## src/rtl/encrypt_round_pipe.sv

```systemverilog
// encrypt_round_pipe: one AES forward round (SubBytes, ShiftRows,
// MixColumns, AddRoundKey) followed by a globally stalled register pipe.
module encrypt_round_pipe #(
  parameter int DATA_WIDTH  = 128,
  parameter int PIPE_STAGES = 2,
  parameter int TAG_WIDTH   = 4
) (
  input  logic                  clk,
  input  logic                  rst,
  input  logic                  in_valid,
  output logic                  in_ready,
  input  logic                  in_final,
  input  logic                  keyLen,
  input  logic [TAG_WIDTH-1:0]  in_tag,
  input  logic [DATA_WIDTH-1:0] state_in,
  input  logic [DATA_WIDTH-1:0] prev_key,
  input  logic [DATA_WIDTH-1:0] key_in,
  output logic                  out_valid,
  input  logic                  out_ready,
  output logic [DATA_WIDTH-1:0] state_out,
  output logic [TAG_WIDTH-1:0]  out_tag,
  output logic                  busy
);

  if (DATA_WIDTH != 128) begin : g_bad_width
    $error("DATA_WIDTH must be 128");
  end
  if (PIPE_STAGES < 1 || PIPE_STAGES > 4) begin : g_bad_stages
    $error("PIPE_STAGES must be 1..4");
  end

  localparam int CW = $clog2(PIPE_STAGES + 1);
  localparam int L  = PIPE_STAGES - 1;

  // Byte x lives at bits {~x,3'b000} +: 8 (entry 0x00 is the MSB byte).
  localparam logic [2047:0] SBOX = {
    128'h637c777bf26b6fc53001672bfed7ab76,
    128'hca82c97dfa5947f0add4a2af9ca472c0,
    128'hb7fd9326363ff7cc34a5e5f171d83115,
    128'h04c723c31896059a071280e2eb27b275,
    128'h09832c1a1b6e5aa0523bd6b329e32f84,
    128'h53d100ed20fcb15b6acbbe394a4c58cf,
    128'hd0efaafb434d338545f9027f503c9fa8,
    128'h51a3408f929d38f5bcb6da2110fff3d2,
    128'hcd0c13ec5f974417c4a77e3d645d1973,
    128'h60814fdc222a908846eeb814de5e0bdb,
    128'he0323a0a4906245cc2d3ac629195e479,
    128'he7c8376d8dd54ea96c56f4ea657aae08,
    128'hba78252e1ca6b4c6e8dd741f4bbd8b8a,
    128'h703eb5664803f60e613557b986c11d9e,
    128'he1f8981169d98e949b1e87e9ce5528df,
    128'h8ca1890dbfe6426841992d0fb054bb16
  };

  function automatic logic [7:0] sbox(input logic [7:0] x);
    return SBOX[{~x, 3'b000} +: 8];
  endfunction

  function automatic logic [7:0] xt(input logic [7:0] b);
    return {b[6:0], 1'b0} ^ (b[7] ? 8'h1b : 8'h00);
  endfunction

  function automatic logic [127:0] aes_round(
    input logic [127:0] st,
    input logic         fin,
    input logic [127:0] key
  );
    logic [7:0]   s [16];
    logic [7:0]   t [16];
    logic [7:0]   a0, a1, a2, a3;
    logic [127:0] r;
    r = '0;
    for (int i = 0; i < 16; i++)
      s[i] = sbox(st[127-8*i -: 8]);
    // Byte index is row + 4*col; row r rotates left by r.
    for (int c = 0; c < 4; c++)
      for (int rw = 0; rw < 4; rw++)
        t[rw+4*c] = s[rw+4*((c+rw)%4)];
    for (int c = 0; c < 4; c++) begin
      a0 = t[4*c];
      a1 = t[4*c+1];
      a2 = t[4*c+2];
      a3 = t[4*c+3];
      if (fin)
        r[127-32*c -: 32] = {a0, a1, a2, a3};
      else
        r[127-32*c -: 32] = {
          xt(a0) ^ xt(a1) ^ a1 ^ a2 ^ a3,
          a0 ^ xt(a1) ^ xt(a2) ^ a2 ^ a3,
          a0 ^ a1 ^ xt(a2) ^ xt(a3) ^ a3,
          xt(a0) ^ a0 ^ a1 ^ a2 ^ xt(a3)
        };
    end
    return r ^ key;
  endfunction

  logic                  vld_q [PIPE_STAGES];
  logic                  vld_d [PIPE_STAGES];
  logic [DATA_WIDTH-1:0] dat_q [PIPE_STAGES];
  logic [DATA_WIDTH-1:0] dat_d [PIPE_STAGES];
  logic [TAG_WIDTH-1:0]  tag_q [PIPE_STAGES];
  logic [TAG_WIDTH-1:0]  tag_d [PIPE_STAGES];
  logic [CW-1:0]         cnt_q;
  logic [CW-1:0]         cnt_d;
  logic                  stall;
  logic                  acc;
  logic                  cons;

  assign out_valid = vld_q[L];
  assign state_out = dat_q[L];
  assign out_tag   = tag_q[L];
  assign stall     = out_valid && !out_ready;
  assign in_ready  = !stall;
  assign acc       = in_valid && in_ready;
  assign cons      = out_valid && out_ready;
  assign busy      = (cnt_q != '0);

  always_comb begin
    for (int i = 0; i < PIPE_STAGES; i++) begin
      vld_d[i] = vld_q[i];
      dat_d[i] = dat_q[i];
      tag_d[i] = tag_q[i];
    end
    cnt_d = cnt_q;
    if (!stall) begin
      vld_d[0] = acc;
      dat_d[0] = aes_round(state_in, in_final,
                           keyLen ? prev_key : key_in);
      tag_d[0] = in_tag;
      for (int i = 1; i < PIPE_STAGES; i++) begin
        vld_d[i] = vld_q[i-1];
        dat_d[i] = dat_q[i-1];
        tag_d[i] = tag_q[i-1];
      end
    end
    case ({acc, cons})
      2'b10:   cnt_d = cnt_q + CW'(1);
      2'b01:   cnt_d = cnt_q - CW'(1);
      default: cnt_d = cnt_q;
    endcase
  end

  always_ff @(posedge clk or posedge rst) begin
    if (rst) begin
      for (int i = 0; i < PIPE_STAGES; i++) begin
        vld_q[i] <= 1'b0;
        dat_q[i] <= '0;
        tag_q[i] <= '0;
      end
      cnt_q <= '0;
    end else begin
      for (int i = 0; i < PIPE_STAGES; i++) begin
        vld_q[i] <= vld_d[i];
        dat_q[i] <= dat_d[i];
        tag_q[i] <= tag_d[i];
      end
      cnt_q <= cnt_d;
    end
  end

endmodule

```

## config.mk

```make
export PLATFORM = sky130hd
export DESIGN_NAME = encrypt_round_pipe
export DESIGN_NICKNAME = d
export VERILOG_FILES = /design/src/rtl/encrypt_round_pipe.sv
export SDC_FILE = /design/constraint.sdc
export NUM_CORES = 2
export LEC_CHECK = 0
export ABC_CLOCK_PERIOD_IN_PS = 14290
export CAP_MARGIN = 5
export CORE_MARGIN = 3
export CORE_UTILIZATION = 30
export CTS_BUF_LIST = sky130_fd_sc_hd__clkbuf_4 sky130_fd_sc_hd__clkbuf_8
export DETAILED_ROUTE_END_ITERATION = 12
export GPL_ROUTABILITY_DRIVEN = 0
export PLACE_DENSITY = 0.46
export SYNTH_ARGS = -nofsm -noshare
export SYNTH_HDL_FRONTEND = slang
export SYNTH_SLANG_ARGS = --single-unit
export TNS_END_PERCENT = 30
```

## constraint.sdc

```tcl
create_clock -name clk -period 14.29 [get_ports clk]
set_input_delay 2.1435 -clock clk [delete_from_list [all_inputs] [get_ports clk]]
set_output_delay 2.1435 -clock clk [all_outputs]
set_load 0.01 [all_outputs]
```

After elaboration in Yosys (flattened, before gate mapping)
Cells that the tools add are included.
{"block": "op_classes", "add_sub_neg": 2, "n_eq_ne": 2, "n_shift": 16, "n_mux": 26, "bitwise": 97, "n_reduce_logical": 7}
{"op": "indexed part select 2048 x 12 -> 8 bit (first input constant)", "count": 16}
{"op": "XOR 8 bit", "count": 64}
{"op": "2-to-1 mux 32 bit", "count": 8}
{"op": "2-to-1 mux 128 bit", "count": 1}
{"op": "NOT 8 bit", "count": 16}
{"op": "XOR 128 bit", "count": 1}
{"op": "XOR 8 x 5 -> 8 bit", "count": 16}
{"op": "2-to-1 mux 5 bit", "count": 16}
{"op": "one-hot mux 2 bit (2 select lines)", "count": 1}
{"op": "nonzero test 2 bit", "count": 2}
{"op": "logical AND 1 bit", "count": 3}
{"op": "adder 2 x 1 -> 2 bit (second input constant)", "count": 1}
{"op": "== test 2 x 1 -> 1 bit (second input constant)", "count": 1}
{"op": "== test 2 bit (second input constant)", "count": 1}
{"op": "logical NOT 1 bit", "count": 2}
{"op": "subtractor 2 x 1 -> 2 bit (second input constant)", "count": 1}
{"block": "word_totals", "reg_bits": 268, "in_bits": 394, "out_inout_bits": 135}

Longest topological paths before layout
{"block": "logic_depth", "word_depth": 11, "depth_mapped": 18}

Worst setup path after synthesis
Ideal clock, no wire load.
{"block": "synth_path", "kind": "input-to-reg", "startpoint": "input state_in[49]", "endpoint": "register dat_q[219] (netlist bit)", "setup_time_ns": 0.130, "arrival_ns": 6.108, "path_slack_ns": 8.052, "stages": 17, "n_path_buf": 4, "cell_sequence": "clkbuf_1 -> clkbuf_1 -> clkbuf_1 -> inv_1 -> ha_1 -> clkbuf_1 -> nor2_1 -> nor3_1 -> a311oi_1 -> a31oi_1 -> mux4_2 -> a22oi_2 -> xor3_1 -> xnor3_1 -> mux2i_1 -> xor2_1 -> o21ai_1"}
{"block": "synth_via", "elab_chain_cells": 11}
{"element": "start, declared", "line": "15", "rtl": "input logic [DATA_WIDTH-1:0] state_in,"}
{"element": "NOT 8 bit *", "line": "56", "rtl": "return SBOX[{~x, 3'b000} +: 8];"}
{"element": "indexed part select 2048 x 12 -> 8 bit *", "line": "56"}
{"element": "2-to-1 mux 5 bit", "line": "60", "rtl": "return {b[6:0], 1'b0} ^ (b[7] ? 8'h1b : 8'h00);"}
{"element": "XOR 8 x 5 -> 8 bit", "line": "60"}
{"element": "XOR 8 bit", "line": "88", "rtl": "xt(a0) ^ xt(a1) ^ a1 ^ a2 ^ a3,"}
{"element": "XOR 8 bit * (3 in series)", "line": "88"}
{"element": "2-to-1 mux 32 bit *", "line": "84", "rtl": "if (fin)"}
{"element": "2-to-1 mux 32 bit *", "line": "125", "rtl": "if (!stall) begin"}
{"element": "XOR 128 bit *", "line": "94", "rtl": "return r ^ key;"}
{"element": "end signal, assigned by index", "line": "154", "rtl": "dat_q[i] <= dat_d[i];"}
{"element": "end, declared", "line": "99", "rtl": "logic [DATA_WIDTH-1:0] dat_q [PIPE_STAGES];"}
Every way passes the cells marked *; elsewhere a longest branch is shown, timed or not. The select of a mux whose other input is x is not followed.
A chain may end at the register's enable or synchronous reset.

Final worst setup path
{"block": "layout_path", "startpoint": "input state_in[64]", "endpoint": "register dat_q[177] (netlist bit)"}
{"block": "layout_via", "elab_chain_cells": 6}
{"element": "NOT 8 bit", "line": "56"}
{"element": "indexed part select 2048 x 12 -> 8 bit", "line": "56"}
{"element": "XOR 8 bit", "line": "89", "rtl": "a0 ^ xt(a1) ^ xt(a2) ^ a2 ^ a3,"}
{"element": "2-to-1 mux 32 bit", "line": "84"}
{"element": "2-to-1 mux 32 bit", "line": "125"}
{"element": "XOR 128 bit", "line": "94"}
Every way passes these cells. The select of a mux whose other input is x is not followed.

==> metrics.yaml <==
detailed_routing:
  detailroute.via_count: 87400
  met1_length_mm: 153
  met2RoutedLength_mm: 158
  detail_route.wl_per_cell_um: 28.8
  first_pass_iters: 9
  highest-signal-layer: "met5"
  totalWireLength_mm: 379
  drc: 0
  wl_met3_mm: 46.6
  drtAntennaViolNets: 0
  initialDrtViolationCount: 15800
  vias_per_cell: 6.62
floorplanning:
  die-area_sq_um: 251000
  floorplan.core_area_sq_um: 242000
  chipHeight_um: 501
  die_span_x_um: 501
  floorplan.initialDensity_pct: 30.3
  std_cell_rows: 180
  floorplan.io_pins: 529
synthesis:
  postSynthNetCount: 11100
  synth_mux_area_share_pct: 11.2
  synth_simple_gate_area_share_pct: 23.9
  yosysUniqueCellTypes: 128
  syn_area_sq_um: 73400
  ys.warnings.count: 0
  yosysSeqAreaShare_pct: 9.14
  dominant_combinational_cell_family_by_area_after_synthesis: "compound AO/OA/AOI/OAI gates"
  netlist.top_cell.by_area: "sky130_fd_sc_hd__dfrtp_1"
  synth_cells: 10500
  most_numerous_cell_in_the_yosys_netlist: "sky130_fd_sc_hd__nand2_1"
  yosys-top-cells-area: "sky130_fd_sc_hd__dfrtp_1, sky130_fd_sc_hd__mux4_2, sky130_fd_sc_hd__nand2_1"
  yosys_most_used_dff: "sky130_fd_sc_hd__dfrtp_1"
  most_instantiated_cells_after_synthesis: "sky130_fd_sc_hd__nand2_1, sky130_fd_sc_hd__o21ai_0, sky130_fd_sc_hd__a21oi_1"
  synth_top_area_share_pct: 9.14
  synthAdderAreaFrac_pct: 3.95
  post_synth_xor_area_fraction_pct: 8.65
  synth-seq-cells: 268
  synthesized_area_fraction_occupied_by_ao_oa_aoi_and_oai_cells_pct: 33.6
  synth-async-reset-ratio_pct: 100
  synth_area_per_cell_sq_um: 7.00
  synth_enable_flop_cells: 0
power:
  seqPwrFrac_pct: 20.8
  netSwitchingFraction_pct: 50.1
  power_density_nw_per_um2: 86.5
  power.leakage_uw: 0.0287
  internal_pwr_total_uw: 3410
  total_switching_power_uw: 3420
  vdd_ir_drop_max_uv: 70.2
  clockPowerShare_pct: 13.1
  power.combinational.fraction_pct: 66.1
finish:
  final_layout_size_suffix_gt1_share_pct: 8.31
  finalNetCount: 10600
  fin_util_pct: 32.7
  flow.area_growth_from_synthesis_pct: 7.59
worst_setup_path:
  critical_path.endpoint_type: "flip-flop"
  data_required_time_at_the_worst_endpoint_ps: 14830
  crit_path_start_kind: "primary input"
  arrival_ps: 8070
  crit_path_max_fanout: 27
  criticalPathCategory: "in2reg"
cts:
  max_root_sink_buffers: 3
  post_cts_resize_count: 0
  clk_latency_ps: 700
  cts-buffers-inserted: 51
  cts-hold-fix-buffers: 0
  ctsRootBufferMaster: "sky130_fd_sc_hd__clkbuf_8"
  postCtsSetupBuffers: 0
  tritoncts: "yes"
  path_clk_slew_ps: 60
  cts_sinks: 268
  cts_max_level: 2
sta:
  finalClockSkew_ps: 51.7
  worst_relative_slew_slack_pct: 11.7
  setup_viol: 0
  worst_pin_slew_ps: 1310
  grt_setup_unrepaired: "no"
  min_period_over_period_pct: 52.7
  hold_violations: 0
  finalSetupTns_ps: 0
  maxClockFrequency_mhz: 133
  final_period_minus_worst_setup_slack_ps: 7530
  final-max-slew-violation-count: 0
global_routing:
  vias_in_the_first_global_route: 79700
  grt_antenna_before_repair: 24
  grt-ovfl-total: 0
  grt_pass1_wl_mm: 555
  grt_start_max_net_pins: 131
  grt_util_all_layers_pct: 28.3
status:
  run_status: "finished clean"
placed_design:
  dp_hpwl_mm: 270
  port-buffer-count: 528
flow_run:
  max_cap_viol_count: 0
worst_hold_path:
  holdCritPathClass: "reg2reg"
[final timing paths]
kind                         startpoint           end  slack [ps]  cells after the start
setup reg to reg              out_valid    dat_q[169]       11560                      7
hold / removal                 cnt_q[1]      cnt_q[1]         460                      1
max in group asynchronous           rst    dat_q[145]       10030                      4
hold reg to reg                cnt_q[1]      cnt_q[1]         460                      1
min in group asynchronous           rst  state_out[4]        1940                      2
setup / recovery           state_in[64]    dat_q[177]        6760                     14
[final cells by class]
cell class	count	area (sq um)
Fill cell	26300	163000
Antenna cell	16	40.0
Tap cell	3185	3990
Sequential cell	268	6710
Clock inverter	14	185
Timing Repair Buffer	733	6640
Multi-Input combinational cell	8713	59800
Clock buffer	76	952
Inverter	184	706
[sequential cells by signal, summed over array words and instances, names as in the netlist]
register	count
tag_q	4
vld_q	1
state_out	128
out_valid	1
cnt_q	2
out_tag	4
dat_q	128
[worst max-delay path, cell delays in order]
cell                              delay [ps]
sky130_fd_sc_hd__clkdlybuf4s50_1        1140
sky130_fd_sc_hd__inv_1                   470
sky130_fd_sc_hd__ha_1                   1010
sky130_fd_sc_hd__nand2_1                 490
sky130_fd_sc_hd__and3_1                  340
sky130_fd_sc_hd__a311oi_1                210
sky130_fd_sc_hd__a21oi_1                  70
sky130_fd_sc_hd__mux4_2                  480
sky130_fd_sc_hd__mux2i_1                 680
sky130_fd_sc_hd__xnor2_1                 320
sky130_fd_sc_hd__xnor2_1                 260
sky130_fd_sc_hd__xnor3_1                 240
sky130_fd_sc_hd__mux2i_1                 130
sky130_fd_sc_hd__a21oi_1                  80
[cell usage in the layout (no fill, tap or decap), types with 66 or more instances in the layout]
master,count
sky130_fd_sc_hd__xnor2_1,472
sky130_fd_sc_hd__ha_1,230
sky130_fd_sc_hd__nor3_1,354
sky130_fd_sc_hd__clkdlybuf4s50_1,474
sky130_fd_sc_hd__a211oi_1,195
sky130_fd_sc_hd__mux4_2,234
sky130_fd_sc_hd__o22ai_1,118
sky130_fd_sc_hd__nand3_1,284
sky130_fd_sc_hd__and2_1,111
sky130_fd_sc_hd__dfrtp_1,268
sky130_fd_sc_hd__a31oi_1,200
sky130_fd_sc_hd__o211ai_1,211
sky130_fd_sc_hd__nand2b_1,302
sky130_fd_sc_hd__or2_2,81
sky130_fd_sc_hd__nor2_1,692
sky130_fd_sc_hd__a221oi_1,79
sky130_fd_sc_hd__a311oi_1,152
sky130_fd_sc_hd__nor2b_1,278
sky130_fd_sc_hd__nor3b_1,66
sky130_fd_sc_hd__o31ai_1,105
sky130_fd_sc_hd__nand2_1,1177
sky130_fd_sc_hd__o21ai_0,787
sky130_fd_sc_hd__a21oi_1,759
sky130_fd_sc_hd__inv_1,145
sky130_fd_sc_hd__buf_4,228
sky130_fd_sc_hd__xor2_1,206
sky130_fd_sc_hd__o311ai_0,152
sky130_fd_sc_hd__mux2i_1,249
[power by group through the flow]
stage	clock, uW	sequential [uW]	combinational [uW]
after floorplan	0	1230	3110
after global placement	0	1410	4440
after detailed placement	0	1420	4410
after CTS	921	1410	4430
after global routing	945	1460	4820
final	895	1420	4520
[metal layers]
layer / vias up / global-route usage, %
met3: 1277 / 6.87
met2: 6797 / 41.9
met4: 16 / 11.9
met1: 41400 / 39.0
met5: - / 0
li1: 37900 / -
[stage by stage]
step | std cells | total power (uW) | hold slack, ps | area [sq um] | setup slack, ps
6_report | 13200 | 6830 | 461 | 79000 | 6760
5_1_grt | 13200 | 7220 | 480 | 79000 | 6610
4_1_cts | 13200 | 6760 | 465 | 78900 | 7090
3_5_place_dp | 13100 | 5840 | 451 | 77800 | 6300
3_3_place_gp | 13100 | 5850 | 440 | 77800 | 6330
2_1_floorplan | 10500 | 4340 | 434 | 73400 | 4760
[cell families (layout without fill, tap and decap cells)]
logic type,count (synthesis),after routing
AO/OA/AOI/OAI,3625,3625
XOR/XNOR,697,697
adder cells (fa/ha/maj),232,232
buffers and inverters,1508,1007
flip-flops,268,268
multiplexers,522,522
other,0,16
AND/OR/NAND/NOR,3637,3637
No activity file was read; power rests on OpenSTA's default activity.
